[src/rtl/key_debouncer.sv]
// Pushbutton conditioner: two-flop synchroniser plus a counter-qualified
// debounce FSM producing a clean level and one-cycle press/release strobes.
`timescale 1ns/1ps
module key_debouncer #(
    parameter int STABLE_CYCLES = 50000,
    parameter int CNT_WIDTH     = 16,
    parameter bit ACTIVE_LOW    = 1'b1
) (
    input  logic clk,
    input  logic reset,
    input  logic rawKey,
    output logic keyLevel,
    output logic keyPress,
    output logic keyRelease
);

    typedef enum logic [1:0] {
        IDLE         = 2'd0,
        PRESS_WAIT   = 2'd1,
        PRESSED      = 2'd2,
        RELEASE_WAIT = 2'd3
    } state_t;

    localparam logic [CNT_WIDTH-1:0] CNT_TARGET = CNT_WIDTH'(STABLE_CYCLES);
    localparam logic [CNT_WIDTH-1:0] CNT_ONE    = CNT_WIDTH'(1);

    logic                 s1;
    logic                 s2;
    state_t               state;
    logic [CNT_WIDTH-1:0] cnt;
    logic                 cnt_full;

    assign cnt_full = &cnt;

    // Polarity is normalised before the first flop so 1 always means pressed.
    always_ff @(posedge clk or posedge reset) begin
        if (reset) begin
            s1 <= 1'b0;
            s2 <= 1'b0;
        end else begin
            s1 <= rawKey ^ ACTIVE_LOW;
            s2 <= s1;
        end
    end

    always_ff @(posedge clk or posedge reset) begin
        if (reset) begin
            state      <= IDLE;
            cnt        <= '0;
            keyLevel   <= 1'b0;
            keyPress   <= 1'b0;
            keyRelease <= 1'b0;
        end else begin
            keyPress   <= 1'b0;
            keyRelease <= 1'b0;
            case (state)
                IDLE: begin
                    keyLevel <= 1'b0;
                    if (s2) begin
                        state <= PRESS_WAIT;
                        cnt   <= CNT_ONE;
                    end
                end
                PRESS_WAIT: begin
                    keyLevel <= 1'b0;
                    if (!s2) begin
                        state <= IDLE;
                    end else if (cnt == CNT_TARGET) begin
                        state    <= PRESSED;
                        keyLevel <= 1'b1;
                        keyPress <= 1'b1;
                    end else if (!cnt_full) begin
                        cnt <= cnt + CNT_ONE;
                    end
                end
                PRESSED: begin
                    keyLevel <= 1'b1;
                    if (!s2) begin
                        state <= RELEASE_WAIT;
                        cnt   <= CNT_ONE;
                    end
                end
                RELEASE_WAIT: begin
                    keyLevel <= 1'b1;
                    if (s2) begin
                        state <= PRESSED;
                    end else if (cnt == CNT_TARGET) begin
                        state      <= IDLE;
                        keyLevel   <= 1'b0;
                        keyRelease <= 1'b1;
                    end else if (!cnt_full) begin
                        cnt <= cnt + CNT_ONE;
                    end
                end
                default: begin
                    state    <= IDLE;
                    cnt      <= '0;
                    keyLevel <= 1'b0;
                end
            endcase
        end
    end

endmodule

[config.mk]
export PLATFORM = sky130hd
export DESIGN_NAME = key_debouncer
export DESIGN_NICKNAME = d
export VERILOG_FILES = /design/src/rtl/key_debouncer.sv
export SDC_FILE = /design/constraint.sdc
export NUM_CORES = 1
export LEC_CHECK = 0
export ABC_AREA = 1
export BUFFER_PORTS_ARGS = -buffer_cell sky130_fd_sc_hd__buf_2
export CORE_UTILIZATION = 30
export DETAILED_ROUTE_END_ITERATION = 12
export HOLD_SLACK_MARGIN = 0.03
export PLACE_DENSITY = 0.42
export SKIP_LAST_GASP = 1
export SLEW_MARGIN = 0
export SYNTH_ARGS = -nofsm -noshare
export SYNTH_HDL_FRONTEND = slang
export SYNTH_SLANG_ARGS = --single-unit
[constraint.sdc]
create_clock -name clk -period 4.4 [get_ports clk]
set_input_delay 0.88 -clock clk [delete_from_list [all_inputs] [get_ports clk]]
set_output_delay 0.88 -clock clk [all_outputs]
set_load 0.005 [all_outputs]
==> flow_summary.yaml <==
status:
  result_of_the_run: "complete, no violations"
cells_and_area:
  net_count_final: 203
  syn2layout_area_growth_pct: 7.367
  share_of_final_layout_standard_cells_stronger_than_drive_strength_1_pct: 8.629
  antennaDiodeCount: 0
  fillCellCount: 476
  regArea_um2: 575.6
  area_occupied_by_multi_input_gates_um2: 653.1
  final_cell_area_um2: 1459
  number_of_standard_cells_in_the_final_layout_excluding_fillers: 249
die:
  die_x_um: 69.30
  std_cell_rows: 24
  fp.dieArea_um2: 4802
  design.portCount: 6
  core_area_um2: 4354
  die_y_um: 69.30
  initial_util_pct: 31.21
route:
  wl_per_cell_um: 11.75
  initialDrtViolationCount: 37
  antenna_left: 0
  vias_per_cell: 4.719
  detail_route.wirelength_um: 2925
  drcViolationCount: 0
  routed-via-count: 1175
  firstDrtPassIters: 4
clock_tree:
  cts_buffer_depth: 2
  cts_htree_levels: 1
  cts_setup_buffers: 0
  cts_resized: 0
  cts.sinks: 23
  cts_tree: "done"
  clock_latency_ns: 0.27
  cts_inserted_buffers: 3
  cts.root.buffer_cell: "clkbuf_8"
  cts_hold_bufs: 0
  clk_slew_on_worst_s_h_paths_ns: 0.09
synthesis:
  ys_types: 22
  synth_area_um2: 1359
  synthesis.yosys.warnings: 0
  synth_seq_cells: 23
  synth_area_per_cell_um2: 7.040
  synth_cells: 193
  syn-num-nets: 198
  seq_area_frac_synth_pct: 42.36
pwr:
  p_leak_nw: 0.6736
  power.ir.vdd_worst_v: 0.0001165
  post-layout-total-power_mw: 0.3874
  cellPowerDensity_nw_per_um2: 265.5
worst_setup_path:
  worst_setup_path_end_kind: "flop"
  worst-endpoint-required_ns: 4.53
  worstPathMaxFanout: 29
  timing.critical_path.from_type: "flop"
  timing.critical_path.arrival_ns: 2.07
  critical_path_class: "reg -> reg"
job:
  max-cap-violations: 0
timing:
  clock.fmax_mhz: 515.6
  timing.final.crit_period_ns: 1.939
  grt_setup_unrepaired: "no"
  worst-slew-pin-transition_ns: 0.8843
  timing.max_slew.rel_slack_pct: 40.98
  fin_skew_ns: 0.006778
  setup_viol: 0
  count_of_endpoints_failing_hold_in_the_final_timing_report: 0
  fin_setup_tns_ns: 0
  min_period_over_period_pct: 44.08
  finalMaxSlewViolations: 0
global_route:
  grt_first_pass_wirelength_um: 5313
  grt_antenna_before_repair: 0
  grt_max_degree: 30
  gr-total-overflow: 0
  grt_pass1_vias: 1135
  globalRouteTotalUtil_pct: 13.85
placement:
  place_inst: 245
  final_wtd_congestion: 0.7922
  dp_hpwl_um: 2128
  postPlaceCellArea_um2: 1413
  placement.io_buffers: 5
worst_hold_path:
  worstHoldPathType: "reg -> reg"
==> worst max-delay path, stage by stage, from the launching register on <==
cell     delay (ns)
dfrtp_1        0.74
nand3_1        0.15
nor2_1         0.18
nand4_1        0.15
nand3_2        0.40
o21ai_0        0.17
==> final timing paths <==
kind	start	to	slack, ns	cells past startpoint
setup reg to reg	state[0]	cnt[9]	2.46	5
max in group asynchronous	reset	cnt[13]	3.07	2
setup / recovery	state[0]	cnt[9]	2.46	5
hold reg to reg	s1	s2	0.35	0
hold / removal	s1	s2	0.35	0
min in group asynchronous	reset	keyPress	0.78	2
==> report_power, final <==
part	internal (mW)	total, mW	switching [mW]	leakage [nW]
clock	0.0634	0.137	0.0733	0.0255
combinational	0.00834	0.0254	0.0170	0.338
sequential	0.216	0.225	0.00904	0.311
==> sequential cells by signal (all words and copies together), names as in the netlist, named ones only <==
name and cells:
keyLevel 1, keyRelease 1, cnt 16, s1 1, s2 1, keyPress 1
state 1
==> cell families after synthesis <==
kind of cell / after synthesis / synth area share [%]
xor+xnor: 1 / 0.6447
simple gates: 114 / 36.37
flops: 23 / 42.36
fa+ha+maj: 2 / 1.841
buf+inv: 30 / 9.576
compound gates: 23 / 9.208
==> cells in the mapped netlist, drive strengths merged <==
library cell | instances | area share (%)
buf | 4 | 2.4
clkbuf | 1 | 0.28
dfrtp | 23 | 42
ha | 2 | 1.8
inv | 25 | 6.9
nand2 | 54 | 15
nand3 | 23 | 8.8
nand4 | 6 | 2.8
nor2 | 28 | 8.5
nor3 | 2 | 0.74
o211ai | 1 | 0.55
o21ai | 19 | 7.0
o21bai | 3 | 1.7
or2 | 1 | 0.46
xor2 | 1 | 0.64
==> final cells by class <==
| cell class | count | area share, % |
|---|---|---|
| Multi-Input combinational cell | 140 | 44.77 |
| Clock buffer | 3 | 2.830 |
| Sequential cell | 23 | 39.45 |
| Clock inverter | 1 | 0.3431 |
| Tap cell | 52 | 4.460 |
| Timing Repair Buffer | 5 | 1.715 |
| Inverter | 25 | 6.432 |
==> routing by layer <==
| layer | track usage, % | routed length (um) | vias to the layer above |
|---|---|---|---|
| met2 | 21.79 | 1293 | 9 |
| met4 | 4.762 | 51 | 0 |
| met5 | 0 | 0 | - |
| met3 | 3.488 | 58 | 4 |
| li1 | - | - | 625 |
| met1 | 18.47 | 1522 | 537 |
==> per-stage QoR <==
step / hold WS [ns] / utilization (%) / setup slack [ns]
CTS: 0.3541 / 33.51 / 2.441
global placement: 0.3369 / 32.44 / 2.504
detailed placement: 0.3372 / 32.44 / 2.476
finish: 0.3472 / 33.51 / 2.461
floorplan: 0.3312 / - / 2.910
global route: 0.3706 / 33.51 / 2.218
==> cell usage in the layout (no fill, tap or decap) <==
master and instances:
nand2_1 53, nor2_1 26, dfrtp_1 23, nand3_1 22, inv_1 22, o21ai_0 10, o21ai_1 9, nand4_1 6
buf_2 5, inv_2 3, o21bai_1 3, clkbuf_8 3, nor3_1 2, ha_1 2, nor2_2 1, nand2_2 1
nor2_4 1, xor2_1 1, nand3_2 1, or2_2 1, o211ai_1 1, clkinv_2 1
Note: power is estimated with default switching activity, not from simulation.
